[src/rtl/execution_pkg.sv]
// Shared types for the memory-access stage: handshake FSM states,
// mem_ctl encodings and the writeback-control width.
package execution_pkg;

    localparam int WB_W = 4;

    typedef enum logic [1:0] {
        IDLE = 2'd0,
        REQ  = 2'd1,
        WAIT = 2'd2,
        DONE = 2'd3
    } mem_state_e;

    typedef enum logic [1:0] {
        MEM_NONE = 2'b00,
        MEM_LD   = 2'b01,
        MEM_ST   = 2'b10,
        MEM_ILL  = 2'b11
    } mem_ctl_e;

    function automatic logic is_ldst(input mem_ctl_e ctl);
        return (ctl == MEM_LD) || (ctl == MEM_ST);
    endfunction

endpackage

[src/rtl/mem_stage_if.sv]
// Data-memory request/acknowledge bus. The MEM stage is the master;
// the memory (or a bench model of it) is the slave.
interface mem_stage_if #(
    parameter int DATA_W = 32
);
    logic              dmem_req;
    logic              dmem_we;
    logic [DATA_W-1:0] dmem_addr;
    logic [DATA_W-1:0] dmem_wdata;
    logic              dmem_ack;
    logic [DATA_W-1:0] dmem_rdata;

    modport master (
        output dmem_req, dmem_we, dmem_addr, dmem_wdata,
        input  dmem_ack, dmem_rdata
    );

    modport slave (
        input  dmem_req, dmem_we, dmem_addr, dmem_wdata,
        output dmem_ack, dmem_rdata
    );
endinterface

[src/rtl/mem_handshake_fsm.sv]
// IDLE/REQ/WAIT/DONE sequencer for one data-memory access; owns dmem_req and stall.
// Define MEM_STAGE_TIMEOUT_EN to add the ack wait counter and timeout abort.
module mem_handshake_fsm
    import execution_pkg::*;
#(
    parameter int TIMEOUT = 15
) (
    input  logic       clk,
    input  logic       rst,
    input  logic       start_i,
    input  logic       pend_i,
    input  logic       ack_i,
    output mem_state_e state_o,
    output logic       req_o,
    output logic       stall_o,
    output logic       ack_take_o,
    output logic       timeout_o
);

    mem_state_e state_q;
    logic       req_q;

    if (TIMEOUT < 1 || TIMEOUT > 15) begin : g_bad_timeout
        $error("TIMEOUT must fit the 4-bit wait counter");
    end

    assign state_o    = state_q;
    assign req_o      = req_q;
    assign ack_take_o = req_q && ack_i;
    assign stall_o    = (state_q == REQ) || (state_q == WAIT) ||
                        ((state_q == IDLE) && pend_i);

`ifdef MEM_STAGE_TIMEOUT_EN
    logic [3:0] wait_cnt_q;
    assign timeout_o = req_q && !ack_i && (wait_cnt_q == 4'(TIMEOUT - 1));
`else
    assign timeout_o = 1'b0;
`endif

    // NOTE: every register here uses <= so all of them update from the same pre-edge values.
    always_ff @(posedge clk) begin
        if (rst) begin
            state_q <= IDLE;
            req_q   <= 1'b0;
`ifdef MEM_STAGE_TIMEOUT_EN
            wait_cnt_q <= '0;
`endif
        end else begin
            unique case (state_q)
                IDLE, DONE: begin
                    if (start_i || ((state_q == IDLE) && pend_i)) begin
                        state_q <= REQ;
                        req_q   <= 1'b1;
`ifdef MEM_STAGE_TIMEOUT_EN
                        wait_cnt_q <= '0;
`endif
                    end else begin
                        state_q <= IDLE;
                    end
                end
                REQ, WAIT: begin
                    if (ack_take_o || timeout_o) begin
                        state_q <= DONE;
                        req_q   <= 1'b0;
                    end else begin
                        state_q <= WAIT;
`ifdef MEM_STAGE_TIMEOUT_EN
                        wait_cnt_q <= wait_cnt_q + 4'd1;
`endif
                    end
                end
            endcase
        end
    end

endmodule

[src/rtl/mem_stage.sv]
// MEM pipeline stage: EX/MEM register, load/store through the dmem bus, MM forwarding
// and the writeback bundle. MEM_STAGE_TIMEOUT_EN enables the ack timeout in the FSM.
module mem_stage
    import execution_pkg::*;
#(
    parameter int DATA_W  = 32,
    parameter int TIMEOUT = 15
) (
    input  logic              clk,
    input  logic              rst,
    input  logic              ex_busy,
    input  logic [1:0]        mem_ctl,
    input  logic [WB_W-1:0]   wb_in,
    input  logic              result_P,
    input  logic [DATA_W-1:0] result_I,
    input  logic [DATA_W-1:0] result_F,
    input  logic [DATA_W-1:0] wdata,
    mem_stage_if.master       dmem,
    output logic              stall_out,
    output logic              pval_mm,
    output logic [DATA_W-1:0] rval_mm,
    output logic [DATA_W-1:0] fval_mm,
    output logic              wb_valid,
    output logic [WB_W-1:0]   wb_ctl,
    output logic [DATA_W-1:0] wb_data,
    output logic [DATA_W-1:0] wb_fdata,
    output logic              mem_fault
);

    typedef struct packed {
        mem_ctl_e          op;
        logic [WB_W-1:0]   wb;
        logic              pval;
        logic [DATA_W-1:0] rval;
        logic [DATA_W-1:0] fval;
        logic [DATA_W-1:0] sdata;
    } ex_mem_t;

    ex_mem_t    ex_mem_q, ex_mem_d;
    logic       fault_q, fault_d;
    mem_state_e state;
    mem_ctl_e   op_in;
    logic       capture, start, pend, req, ack_take, timeout;

    assign op_in   = mem_ctl_e'(mem_ctl);
    assign capture = !stall_out;
    assign start   = capture && !ex_busy && is_ldst(op_in);
    assign pend    = is_ldst(ex_mem_q.op);

    mem_handshake_fsm #(
        .TIMEOUT(TIMEOUT)
    ) u_fsm (
        .clk       (clk),
        .rst       (rst),
        .start_i   (start),
        .pend_i    (pend),
        .ack_i     (dmem.dmem_ack),
        .state_o   (state),
        .req_o     (req),
        .stall_o   (stall_out),
        .ack_take_o(ack_take),
        .timeout_o (timeout)
    );

    // NOTE: defaulting every _d to its _q first keeps this block free of inferred latches.
    always_comb begin
        ex_mem_d = ex_mem_q;
        fault_d  = fault_q;
        if (capture) begin
            ex_mem_d = '{op: op_in, wb: wb_in, pval: result_P, rval: result_I,
                         fval: result_F, sdata: wdata};
            if (ex_busy) begin
                ex_mem_d.op = MEM_NONE;
                ex_mem_d.wb = '0;
            end else if (op_in == MEM_ILL) begin
                ex_mem_d.op = MEM_NONE;
                ex_mem_d.wb = '0;
                fault_d     = 1'b1;
            end else if (is_ldst(op_in) && (result_I[1:0] != 2'b00)) begin
                fault_d = 1'b1;
            end
        end else if (ack_take) begin
            // Load data overwrites the address slot, so forwarding and writeback pick it up.
            if (ex_mem_q.op == MEM_LD) ex_mem_d.rval = dmem.dmem_rdata;
        end else if (timeout) begin
            ex_mem_d.wb   = '0;
            ex_mem_d.rval = '0;
            fault_d       = 1'b1;
        end
    end

    // NOTE: reset is synchronous; only the EX/MEM register and fault flag need clearing.
    always_ff @(posedge clk) begin
        if (rst) begin
            ex_mem_q <= '0;
            fault_q  <= 1'b0;
        end else begin
            ex_mem_q <= ex_mem_d;
            fault_q  <= fault_d;
        end
    end

    assign pval_mm   = ex_mem_q.pval;
    assign rval_mm   = ex_mem_q.rval;
    assign fval_mm   = ex_mem_q.fval;
    assign mem_fault = fault_q;

    assign wb_valid = (state == DONE) ||
                      ((state == IDLE) && (ex_mem_q.op == MEM_NONE) && (ex_mem_q.wb != '0));
    assign wb_ctl   = wb_valid ? ex_mem_q.wb   : '0;
    assign wb_data  = wb_valid ? ex_mem_q.rval : '0;
    assign wb_fdata = wb_valid ? ex_mem_q.fval : '0;

    assign dmem.dmem_req   = req;
    assign dmem.dmem_we    = req && (ex_mem_q.op == MEM_ST);
    assign dmem.dmem_addr  = req ? {ex_mem_q.rval[DATA_W-1:2], 2'b00} : '0;
    assign dmem.dmem_wdata = req ? ex_mem_q.sdata : '0;

endmodule

[src/flat_wrapper.sv]
// flat-port wrapper written by rule: the top's interface ports become plain ports
module mem_stage_flat import execution_pkg::*;
#(
    parameter int DATA_W  = 32,
    parameter int TIMEOUT = 15
)
  (clk, rst, ex_busy, mem_ctl, wb_in, result_P, result_I, result_F, wdata, stall_out, pval_mm, rval_mm, fval_mm, wb_valid, wb_ctl, wb_data, wb_fdata, mem_fault, dmem_dmem_req, dmem_dmem_we, dmem_dmem_addr, dmem_dmem_wdata, dmem_dmem_ack, dmem_dmem_rdata);
  mem_stage_if #(.DATA_W(DATA_W)) dmem_i ();
  input  logic clk;
  input  logic rst;
  input  logic ex_busy;
  input  logic [1:0] mem_ctl;
  input  logic [WB_W-1:0] wb_in;
  input  logic result_P;
  input  logic [DATA_W-1:0] result_I;
  input  logic [DATA_W-1:0] result_F;
  input  logic [DATA_W-1:0] wdata;
  output logic stall_out;
  output logic pval_mm;
  output logic [DATA_W-1:0] rval_mm;
  output logic [DATA_W-1:0] fval_mm;
  output logic wb_valid;
  output logic [WB_W-1:0] wb_ctl;
  output logic [DATA_W-1:0] wb_data;
  output logic [DATA_W-1:0] wb_fdata;
  output logic mem_fault;
  output wire logic [$bits(dmem_i.dmem_req)-1:0] dmem_dmem_req;
  output wire logic [$bits(dmem_i.dmem_we)-1:0] dmem_dmem_we;
  output wire logic [$bits(dmem_i.dmem_addr)-1:0] dmem_dmem_addr;
  output wire logic [$bits(dmem_i.dmem_wdata)-1:0] dmem_dmem_wdata;
  input wire logic [$bits(dmem_i.dmem_ack)-1:0] dmem_dmem_ack;
  input wire logic [$bits(dmem_i.dmem_rdata)-1:0] dmem_dmem_rdata;
  assign dmem_dmem_req = dmem_i.dmem_req;
  assign dmem_dmem_we = dmem_i.dmem_we;
  assign dmem_dmem_addr = dmem_i.dmem_addr;
  assign dmem_dmem_wdata = dmem_i.dmem_wdata;
  assign dmem_i.dmem_ack = dmem_dmem_ack;
  assign dmem_i.dmem_rdata = dmem_dmem_rdata;
  mem_stage #(.DATA_W(DATA_W), .TIMEOUT(TIMEOUT)) u_core (.clk(clk), .rst(rst), .ex_busy(ex_busy), .mem_ctl(mem_ctl), .wb_in(wb_in), .result_P(result_P), .result_I(result_I), .result_F(result_F), .wdata(wdata), .dmem(dmem_i), .stall_out(stall_out), .pval_mm(pval_mm), .rval_mm(rval_mm), .fval_mm(fval_mm), .wb_valid(wb_valid), .wb_ctl(wb_ctl), .wb_data(wb_data), .wb_fdata(wb_fdata), .mem_fault(mem_fault));
endmodule
[config.mk]
export PLATFORM = sky130hd
export DESIGN_NAME = mem_stage_flat
export DESIGN_NICKNAME = d
export VERILOG_FILES = /design/src/rtl/execution_pkg.sv /design/src/rtl/mem_stage_if.sv /design/src/rtl/mem_handshake_fsm.sv /design/src/rtl/mem_stage.sv /design/src/flat_wrapper.sv
export SDC_FILE = /design/constraint.sdc
export NUM_CORES = 1
export LEC_CHECK = 0
export CAP_MARGIN = 25
export CORE_MARGIN = 10
export CORE_UTILIZATION = 34
export DETAILED_ROUTE_END_ITERATION = 7
export GPL_ROUTABILITY_DRIVEN = 0
export PLACE_DENSITY = 0.88
export SLEW_MARGIN = 25
export SYNTH_ARGS = -nofsm -noshare
export SYNTH_HDL_FRONTEND = slang
export SYNTH_SLANG_ARGS = --single-unit
[constraint.sdc]
create_clock -name clk -period 1.9 [get_ports clk]
set_input_delay 0.38 -clock clk [delete_from_list [all_inputs] [get_ports clk]]
set_output_delay 0.38 -clock clk [all_outputs]
set_load 0.01 [all_outputs]
**Yosys cells after proc, flatten, opt, wreduce, memory -nomap -nowiden**

Cells that the tools add are included.

- Multiplexer cells: 18
- Bitwise logic cells: 2
- Reduce and logical (&&, ||, !) cells: 26
- Eq/ne operators: 12

Operators with widths:

| cell | count |
|---|---|
| 2-to-1 mux 32 bit | 7 |
| 2-to-1 mux 6 bit | 2 |
| equality test 2 bit, second input constant | 5 |
| logical AND 1 bit | 8 |
| equality test 2 x 1 -> 1 bit, second input constant | 3 |
| logical OR 1 bit | 6 |
| 2-to-1 mux 1 bit | 6 |
| != test 2 bit, second input constant | 3 |
| zero test 2 bit | 2 |
| 2-to-1 mux 4 bit | 1 |
| one-hot mux 2 bit (2 select lines) | 1 |
| AND reduction 2 bit | 2 |
| nonzero test 2 bit | 2 |
| nonzero test 4 bit | 1 |
| OR reduction 2 bit | 2 |
| AND reduction 3 bit | 1 |
| zero test 1 bit | 2 |
| != test 2 x 1 -> 1 bit, second input constant | 1 |
| inverter 1 bit | 2 |
| one-hot mux 1 bit (2 select lines) | 1 |

- Word-level logic and storage cells: 67
- Input port bits: 139
- Flip-flop bits (word level): 107
- Output and inout bits: 202

**Logic depth before layout (Yosys ltp)**

Gate-level depths: netlist of the first run.

- Depth in word-level cells: 10
- Gate-level depth with buffers: 8
- Mapped depth without buffers: 6

**Cells and area by module**

Synthesis of the first run repeated with hierarchy kept, for this count alone.

- Cells, all modules: 674
- Area, all modules: 5,835.6 um^2

By module, submodules not included:

| module | seq. area each (um^2) | times used | area each (um^2) | cells each |
|---|---|---|---|---|
| mem_stage | 2,082.0 | 1 | 5,679.2 | 656 |
| mem_handshake_fsm | 60.1 | 1 | 156.4 | 18 |

**Worst setup path before layout of the first run**

No wires, ideal clock.

- Path kind: register to output
- Start point: reg u_core.ex_mem_q[100] in the netlist's numbering
- End point: out wb_data[15]
- Cell stages (with the launch flop): 6
- Path buffers: 2
- Data required time: 1.520 ns
- Arrival: 1.489 ns
- Path slack: 0.031 ns
- Cells stage by stage: dfxtp_1 > or4_4 > a31o_4 > buf_6 > buf_6 > and2_4

- Cells in the longest elaborated chain, start to end: 4

RTL lines:

| what | RTL line | source |
|---|---|---|
| start, declared | mem_stage.sv:39 | `ex_mem_t ex_mem_q, ex_mem_d;` |
| start signal, assigned | mem_stage.sv:98 | `ex_mem_q <= ex_mem_d;` |
| nonzero test 4 bit | mem_stage.sv:109 | `((state == IDLE) && (ex_mem_q.op == MEM_NONE) && (ex_mem_q.wb != '0));` |
| logical AND 1 bit | mem_stage.sv:109 |  |
| logical OR 1 bit | mem_stage.sv:108 | `assign wb_valid = (state == DONE) \|\|` |
| 2-to-1 mux 32 bit | mem_stage.sv:111 | `assign wb_data = wb_valid ? ex_mem_q.rval : '0;` |
| end, declared | flat_wrapper.sv:24 | `output logic [DATA_W-1:0] wb_data;` |

Every way passes these cells.

**Worst setup path in the final report of the first run**

- Start point: reg u_core.ex_mem_q[100] in the netlist's numbering
- End point: out wb_data[22]

The elaborated chain is that of the path after synthesis.

==> key figures, run 1 <==
Floorplan
  – Die area: roughly 22000 um2
  – Die Wd: 147 um
  – Die Span Y: 147 um
  – Initial Util: 34.7%
  – Core Area: 15900 um2
  – Row count: 46
  – I/O pins: 341

Setup path
  – Reg2Reg Depth: 8
  – Worst endpoint required time: roughly 1.5 ns
  – Critical Path Stages: 5
  – Critical setup path kind: register to output pin
  – Worst setup EP type: output pin
  – CP peak stage delay: roughly 0.66 ns
  – Reg-to-reg critical path endpoint: u_core.ex_mem_q[16]
  – Crit path launch type: register
  – CP Max Fanout: 8
  – Cell mode on critical path: buf_6
  – Worst Path Arrival: 2.07 ns
  – Critical path startpoint: u_core.ex_mem_q[100]
  – R2R Setup Slk: between 0.15 and 0.2 ns
  – Buf/Inv on CP: 2
  – Crit-path cells: or4_4 -> a31o_4 -> buf_6 -> and2_4 -> buf_6
  – R2r startpoint: u_core.ex_mem_q[102]
  – CP endpoint: wb_data[22]
  – Crit-path leading delay family: simple AND/OR/NAND/NOR gates
  – Crit-path slowest cell: or4_4

Route
  – Vias/cell: 4.89
  – Drt pass-1 iters: 6
  – Post-route DRC violation count: 0
  – Total Routed Length: 25.7 mm
  – Antenna viol nets, final: 0
  – WL per Instance: ~20 um
  – First DRT Iteration DRCs: 315
  – Routed vias: 6157

Job
  – Max-cap violation count: 0

Synthesis
  – Ys Warns: 0
  – Yosys cell types: 25
  – Largest area contributor in the netlist: dfxtp_1
  – Synth async-reset ratio: 0%
  – Synth Instances: between 700 and 800
  – Sequential area share after synthesis: approximately two fifths
  – Most frequent cells after synthesis: 169 x nand2_1, 121 x and2_1, 107 x dfxtp_1, 105 x a21oi_1, 66 x buf_4
  – EDFF count, synth: 0
  – Synth area leaders: dfxtp_1 39%, and2_1 14%, nand2_1 12%
  – Yosys top cell area share: about 39%
  – Top-count cell post-synth: nand2_1
  – Primary FF master, synth: dfxtp_1
  – Average size of a mapped cell: between 7 and 8 um2
  – Synth Register Bits: ~110
  – Synthesized area: between 5000 and 6000 um2

Timing
  – Setup violators final: slightly below 70
  – Final Hold Vio Count: 0
  – Slew Viols, Final: 0
  – Fmax: 0.408 GHz
  – Tightest Pin Transition: 0.555 ns
  – Unrepaired setup endpoints after global routing: true
  – Final min period: 2.45 ns
  – Final worst setup slack: -0.550 ns
  – Final hold slack: 0.449 ns
  – Relative slew margins: 63.0%
  – Clock Skews: 0.00715 ns
  – Crit share post-route: 129%

Global route
  – First-pass GRT wire length: 37.4 mm
  – GRT Util Overall: 21.9%
  – Initial antenna violation count: 2
  – Largest net degree at the start of global routing: 59
  – Congestion Overflow GR: 0
  – Vias in the first global route: 6258

CTS
  – CTS hold repair buffers: 0
  – Reg clk slew, reported paths: 0.08 ns
  – Max Root-Sink Buffers: 2
  – Htree depth: 3
  – Clock buffer count from CTS: 9
  – Root buffer cell: clkbuf_16
  – CTS Sinks: 107
  – CTS tree: built
  – Clk Latency, worst-skew pair: 0.35 ns

Pwr
  – Max IR drop VDD: 853 uV
  – Tot Pwr: approximately 16000 uW
  – Pwr dens: 1620 nW/um2
  – Lkg Pwr: 0.00438 uW

Finish
  – P&R area growth vs syn: 79.2%
  – Layout cells sized above 1: 22.6%
  – N_diodes: 0
  – NumNets Final: 1185

Hold path
  – Hold Crit Class: input pin to register
  – Worst hold stages: 2

Status
  – Failing checks: setup timing
  – Outcome: finished with violations

Placed design
  – IO buf count: 338
  – Pre-CTS setup slack: -0.555 ns
  – DP Wirelength: about 17 mm
kinds of logic (layout without fill, tap and decap cells):
logic type | after synthesis | after routing | share of synthesized area, %
and+or+nand+nor | 346 | 347 | 30.5
buffers and inverters | 130 | 424 | 13.8
adders and majority gates | 8 | 8 | 1.82
other | 1 | 2 | 0.0681
AOI/OAI and AO/OA | 143 | 155 | 14.9
DFF | 107 | 107 | 38.9
through the flow:
step / cell area [um2] / utilization (%) / std cells / setup TNS, ns
4_1_cts: 9600 / 60.4 / 1257 / -32.75
2_1_floorplan: 5510 / - / 736 / 0
5_1_grt: 9870 / 62.1 / 1259 / -35.11
6_report: 9870 / 62.1 / 1259 / -32.79
3_3_place_gp: 8750 / 55.1 / 1196 / -33.06
3_5_place_dp: 8750 / 55.1 / 1196 / -37.05
per-layer routing:
metal	wire length (um)	global-route usage [%]	vias to the layer above	part of all wire, %
met5	23	0	-	0.090
met4	518	5.60	4	2.0
met3	2160	7.52	39	8.4
met2	13200	40.0	274	51
met1	9790	23.3	2908	38
li1	-	-	2932	-
flip-flops by register name, summed over array words and instances, names as in the netlist:
register	flops
u_core.fval_mm	32
u_core.ex_mem_q	38
u_core.rval_mm	32
u_core.mem_fault	1
u_core.u_fsm.req_o	1
u_core.u_fsm.state_o	2
u_core.pval_mm	1
worst min-delay path by stage:
stage	from	to	slack, ns
detailed placement	u_core.ex_mem_q[4]	u_core.ex_mem_q[4]	0.44
CTS	rst	u_core.fval_mm[12]	0.43
finish	rst	u_core.fval_mm[31]	0.45
global placement	u_core.ex_mem_q[26]	u_core.ex_mem_q[26]	0.44
global route	rst	u_core.fval_mm[12]	0.45
floorplan	u_core.ex_mem_q[0]	u_core.ex_mem_q[0]	0.43
layout make-up:
class / instances / area, um2
Sequential cell: 107 / 2150
Timing Repair Buffer: 399 / 4110
Clock buffer: 10 / 229
Fill cell: 1347 / 6020
Tap cell: 216 / 270
Multi-Input combinational cell: 512 / 3000
Inverter: 9 / 35.0
Clock inverter: 6 / 72.6
report_power, final:
group | internal (uW) | switching, uW
clock | 1040 | 914
sequential | 3190 | 833
combinational | 5100 | 4880
total | 9320 | 6630
placed cells by master, fill, tap and decap left out, types with 2 or more instances in the layout:
cell / instances
clkdlybuf4s15_1: 13
buf_6: 90
clkbuf_16: 10
inv_1: 8
ha_4: 2
and2_4: 60
nand2_1: 169
buf_16: 2
a21oi_1: 104
clkbuf_2: 3
buf_12: 12
clkdlybuf4s50_1: 203
buf_2: 9
or4_4: 2
nor2_1: 35
dlygate4sd2_1: 46
a31o_4: 13
nand3b_1: 2
buf_4: 19
conb_1: 2
a211oi_1: 35
dfxtp_2: 4
and2_1: 71
nand3_1: 5
inv_6: 2
dfxtp_1: 102
ha_1: 5
clkinv_4: 2
timing repair:
item,in CTS,in global routing
gates cloned,14,1
gates resized for setup,458,80
setup endpoints to repair,175,160
pin swaps,53,7
endpoints found under the hold margin,0,0
buffers inserted,31,1
(Power assumes the default switching activity.)
==> run 2, diff against run 1 <==
--- a/config.mk
+++ b/config.mk
@@ -6,12 +6,14 @@
 export NUM_CORES = 1
 export LEC_CHECK = 0
 export CAP_MARGIN = 25
-export CORE_MARGIN = 10
-export CORE_UTILIZATION = 34
+export CORE_AREA = 2 2 131 133
 export DETAILED_ROUTE_END_ITERATION = 7
+export DIE_AREA = 0 0 133 135
 export GPL_ROUTABILITY_DRIVEN = 0
-export PLACE_DENSITY = 0.88
+export HOLD_SLACK_MARGIN = 0.08
+export PLACE_DENSITY = 0.87
 export SLEW_MARGIN = 25
 export SYNTH_ARGS = -nofsm -noshare
 export SYNTH_HDL_FRONTEND = slang
 export SYNTH_SLANG_ARGS = --single-unit
+export TNS_END_PERCENT = 10
==> run 2 against run 1 <==
  * Clock-buffer cell count is 1 higher
  * Non-clock buffer count is 30 lower
  * The flow still finishes with violations (setup timing)
  * Combinational power is 22% lower
  * Final area is 9.1% lower
  * Power is 14% lower
  * Largest power group unchanged
  * Worst setup slack better by 0.071 ns
  * Critical path type unchanged
  * Cell count is 3.1% lower
  * Global-route usage is 1.3 points lower
==> key figures, run 2 (synthesis results as in run 1) <==
Job
  – Max-cap violation count: 0

Finish
  – Non-filler cells, final: 1220
  – Layout cells sized above 1: 15.4%
  – Largest Register: u_core.ex_mem_q
  – N_diodes: 0
  – Fill cells: 1509
  – Max reg flops: 38
  – Most frequent cells in the layout: 203 x clkdlybuf4s50_1, 169 x nand2_1, 109 x and2_1
  – Commonest non-fill, non-tap cell in the layout: clkdlybuf4s50_1
  – NumNets Final: about 1100
  – P&R area growth vs syn: 62.9%
  – Post-route cell area: 8970 um2

Placed design
  – Dpl cells: roughly 1200
  – Pre-CTS setup slack: -0.429 ns
  – DP Wirelength: 14.0 mm
  – IO buf count: 338
  – DP Area: between 8000 and 9000 um2

Timing
  – Slew Viols, Final: 0
  – Final worst setup slack: -0.479 ns
  – Final TNS setup: -30.34 ns
  – Crit share post-route: 125%
  – Clock Skews: 0.00578 ns
  – Final min period: 2.38 ns
  – Setup violators final: 69
  – Fmax: ~0.42 GHz
  – Unrepaired setup endpoints after global routing: true
  – Final Hold Vio Count: 0

Route
  – WL per Instance: between 15 and 20 um
  – Drt pass-1 iters: 4
  – First DRT Iteration DRCs: 329
  – Post-route DRC violation count: 0
  – Vias/cell: 4.73
  – Total Routed Length: 20.0 mm
  – Routed vias: between 5000 and 6000
  – Antenna viol nets, final: 0

Global route
  – First-pass GRT wire length: 29.2 mm
  – Initial antenna violation count: 0
  – Congestion Overflow GR: 0
  – GRT Util Overall: 20.6%
  – Largest net degree at the start of global routing: 85
  – Vias in the first global route: roughly 5600

Setup path
  – Reg-to-reg critical path endpoint: u_core.rval_mm[8]
  – R2R Setup Slk: 0.06 ns
  – Crit-path leading delay family: simple AND/OR/NAND/NOR gates
  – CP Max Fanout: 11
  – Critical setup path kind: register to output pin
  – Crit path launch type: register
  – Buf/Inv on CP: 2
  – Worst setup EP type: output pin
  – Crit-path slowest cell: or4_4
  – R2r startpoint: u_core.u_fsm.state_o[0]
  – Worst endpoint required time: 1.52 ns
  – Crit-path cells: or4_4 -> a31o_4 -> clkbuf_16 -> and2_1 -> buf_2
  – Worst Path Arrival: 2.00 ns
  – CP peak stage delay: roughly 0.54 ns
  – Reg2Reg Depth: 8

Hold path
  – Hold Crit Class: register to register
  – WHS Endpoint: u_core.mem_fault
  – Worst hold stages: 2
  – Worst hold path startpoint: u_core.mem_fault

Pwr
  – Lkg Pwr: 0.00419 uW
  – Pwr dens: roughly 1500 nW/um2
  – Max IR drop VDD: 1080 uV
  – Clk network pwr share: between 10% and 20%
  – Combinational Power Share: 57.0%
  – Tot Pwr: about 14000 uW
  – Switching portion of total power: 41.1%
  – P_int: between 8000 and 9000 uW
  – Flop pwr share: 28.9%
  – Sw power: 5620 uW

CTS
  – CTS Sinks: 107
  – Clk Latency, worst-skew pair: 0.35 ns
  – Root buffer cell: clkbuf_16
  – Htree depth: 3
  – Reg clk slew, reported paths: ~0.07 ns
  – Clock buffer count from CTS: 9
  – CTS tree: built
  – CTS hold repair buffers: 0
  – Setup Buffers After CTS: 0
  – Max Root-Sink Buffers: 2

Floorplan
  – Die Wd: between 100 and 150 um
  – Die area: between 15000 and 20000 um2
  – Die Span Y: 135 um
  – I/O pins: 341
  – Core Area: ~16000 um2
  – Row count: 47
  – Initial Util: between 30% and 40%

Status
  – Failing checks: setup timing
  – Outcome: finished with violations
run 2: cell count changes in the layout (fill, tap and decap cells not counted), moves of 8 or more:
cell             change
and2_4              -38
dlygate4sd2_1        +8
clkdlybuf4s15_1     -13
a31o_4              -12
dlymetal6s2s_1       +8
and2_1              +38
buf_6               -74
buf_2               +44
run 2: layout make-up:
class                           instances  area (um2)  share of cell area, %
Timing Repair Buffer                  369        3520                   39.2
Sequential cell                       107        2150                   24.0
Clock buffer                           11         253                   2.82
Tap cell                              220         275                   3.07
Inverter                                9        35.0                  0.391
Clock inverter                          4        50.0                  0.558
Multi-Input combinational cell        500        2690                   30.0
run 2: worst max-delay path by stage:
stage	depth (start not counted)	from	endpoint
floorplan	5	u_core.ex_mem_q[100]	wb_data[15]
global placement	5	u_core.ex_mem_q[100]	wb_data[1]
detailed placement	5	u_core.ex_mem_q[100]	wb_data[8]
CTS	5	u_core.ex_mem_q[100]	wb_data[14]
global route	5	u_core.ex_mem_q[100]	wb_data[30]
finish	5	u_core.ex_mem_q[100]	wb_ctl[1]
run 2: power groups by stage:
stage | Sequential [uW] | Combinational [uW] | Clock, uW
2_1_floorplan | 3690 | 4680 | 0
3_3_place_gp | 3950 | 7510 | 0
3_5_place_dp | 3990 | 7680 | 0
4_1_cts | 3940 | 7310 | 1990
5_1_grt | 4080 | 8510 | 2080
6_report | 3950 | 7790 | 1930
run 2: worst min-delay path, stage by stage, from the launching register on:
cell	delay (ns)
dfxtp_1	0.31
inv_1	0.05
a21oi_1	0.05
run 2: metal layers:
layer | share of wire [%] | GRT usage, %
met1 | 37 | 22.4
met2 | 52 | 37.7
met3 | 8.4 | 6.64
met4 | 2.3 | 7.11
met5 | 0 | 0
run 2: repair_timing:
action                     CTS  global route
pin swaps                    1            11
setup endpoints to repair  134            99
cloned                       0             6
hold endpoints to repair     0             0
gates resized for setup    327            56
run 2: through the flow:
stage,utilization (%),hold WS [ns]
after detailed placement,53.6,0.445
after CTS,53.3,0.455
final,54.7,0.448
after global placement,53.6,0.437
after floorplan,-,0.432
after global routing,54.7,0.471
==> run 3, diff against run 2 <==
--- a/config.mk
+++ b/config.mk
@@ -11,7 +11,7 @@
 export DIE_AREA = 0 0 133 135
 export GPL_ROUTABILITY_DRIVEN = 0
 export HOLD_SLACK_MARGIN = 0.08
-export PLACE_DENSITY = 0.87
+export PLACE_DENSITY_LB_ADDON = 0.1
 export SLEW_MARGIN = 25
 export SYNTH_ARGS = -nofsm -noshare
 export SYNTH_HDL_FRONTEND = slang
==> run 3 against run 2 <==
  * Hold slack better by 0.0027 ns
  * Sequential share of layout area grew 0.11 points
  * Highest routed layer unchanged
  * Clock power rose by 9%
  * Largest power group unchanged
  * The run still ends with setup timing left
  * Non-clock buffer count fell by 6
  * Clock skew up 0.0016 ns
==> key figures, run 3 (synthesis results as in run 1) <==
Setup path
  – Worst setup EP type: output pin
  – Worst endpoint required time: approximately 1.5 ns
  – Crit path launch type: register
  – Worst Path Arrival: 1.95 ns
  – CP Max Fanout: 26
  – R2R Setup Slk: 0.06 ns
  – Critical setup path kind: register to output pin

Finish
  – NumNets Final: 1136
  – Most frequent cells in the layout: 203 x clkdlybuf4s50_1, 169 x nand2_1, 114 x and2_1
  – Post-route cell area: 8920 um2
  – Commonest non-fill, non-tap cell in the layout: clkdlybuf4s50_1
  – Final core occ: approximately 54%
  – Layout cells sized above 1: 14.1%
  – N_diodes: 0
  – P&R area growth vs syn: 62.1%
  – Max reg flops: 38
  – Largest Register: u_core.ex_mem_q

Timing
  – Unrepaired setup endpoints after global routing: true
  – Final min period: 2.33 ns
  – Final Hold Vio Count: 0
  – Setup violators final: 69
  – Slew Viols, Final: 0
  – Final worst setup slack: -0.432 ns
  – Crit share post-route: 123%
  – Final TNS setup: -27.97 ns
  – Clock Skews: about 0.0074 ns
  – Fmax: 0.429 GHz

Floorplan
  – Initial Util: 33.6%
  – Die Wd: around 130 um
  – Core Area: 16400 um2
  – Die area: 18000 um2
  – I/O pins: between 300 and 400
  – Row count: 47
  – Die Span Y: 135 um

CTS
  – Root buffer cell: clkbuf_16
  – CTS Sinks: 107
  – Reg clk slew, reported paths: 0.07 ns
  – Clock buffer count from CTS: 9
  – Max Root-Sink Buffers: 2
  – Clk Latency, worst-skew pair: 0.35 ns
  – CTS tree: built
  – Htree depth: 3

Global route
  – Congestion Overflow GR: 0
  – First-pass GRT wire length: roughly 29 mm
  – Vias in the first global route: between 5000 and 6000
  – Initial antenna violation count: 0
  – Largest net degree at the start of global routing: 86
  – GRT Util Overall: 20.2%

Pwr
  – Max IR drop VDD: between 900 and 1000 uV
  – Pwr dens: 1500 nW/um2
  – Tot Pwr: 13400 uW
  – Lkg Pwr: 0.00431 uW

Status
  – Outcome: finished with violations
  – Failing checks: setup timing

Route
  – Total Routed Length: 19.2 mm
  – Routed vias: 5494
  – First DRT Iteration DRCs: 205
  – WL per Instance: approximately 16 um
  – Drt pass-1 iters: 4
  – Post-route DRC violation count: 0
  – Vias/cell: 4.53
  – Antenna viol nets, final: 0

Placed design
  – DP Wirelength: 13.6 mm
  – DP Area: a little under 9000 um2
  – IO buf count: 338
  – Pre-CTS setup slack: -0.426 ns

Hold path
  – Hold Crit Class: register to register

Job
  – Max-cap violation count: 0
run 3: cell types whose count changed in the layout (fill, tap and decap cells not counted), moves of 2 or more:
cell,before,now
ha_1,6,8
clkbuf_16,12,9
and2_4,22,17
buf_4,16,13
and2_1,109,114
dlygate4sd2_1,54,42
dlymetal6s2s_1,9,21
run 3: per-layer routing:
layer	part of all wire, %	track usage, %	routed length (um)
met1	41	23.8	7880
met2	49	35.2	9430
met3	7.8	5.89	1500
met4	1.8	6.63	342
met5	0	0	0
run 3: layout make-up:
type                    count  area [um2]
clock buffers              11         253
multi-input cells         499        2650
clock inverters             5        83.8
flip-flops and latches    107        2150
fillers                  1596        7480
inverters                   9        35.0
well taps                 220         275
repair buffers            363        3470
run 3: path summary, 6_finish.rpt:
path                            cells after the start                     from                  to
worst max-delay path                                5     u_core.ex_mem_q[100]         wb_fdata[0]
worst min-delay path                                2       u_core.ex_mem_q[6]  u_core.ex_mem_q[6]
worst max register to register                      9  u_core.u_fsm.state_o[0]   u_core.rval_mm[2]
worst min register to register                      2       u_core.ex_mem_q[6]  u_core.ex_mem_q[6]
run 3: where the power goes:
group	internal, uW	total [uW]	switching, uW
registers	3190	3930	738
logic	3570	7380	3810
clock network	1230	2100	868
total	7990	13400	5410
run 3: repair_timing:
item                                    CTS  global route
endpoints found under the setup margin  149           133
resized for setup                       318            63
hold buffers                              0             0
pin swaps                                22             2
setup buffers                             0             2
run 3: through the flow:
step / hold WS, ns / instances
after CTS: 0.452 / 1213
after detailed placement: 0.442 / 1197
final: 0.451 / 1214
after global routing: 0.468 / 1214
after floorplan: 0.432 / 736
after global placement: 0.434 / 1197
run 3: critical path, cell delays in order, from the launching register on:
cell	delay, ns
dfxtp_2	0.32
or4_4	0.52
a31o_4	0.29
buf_12	0.16
and2_1	0.16
buf_2	0.13
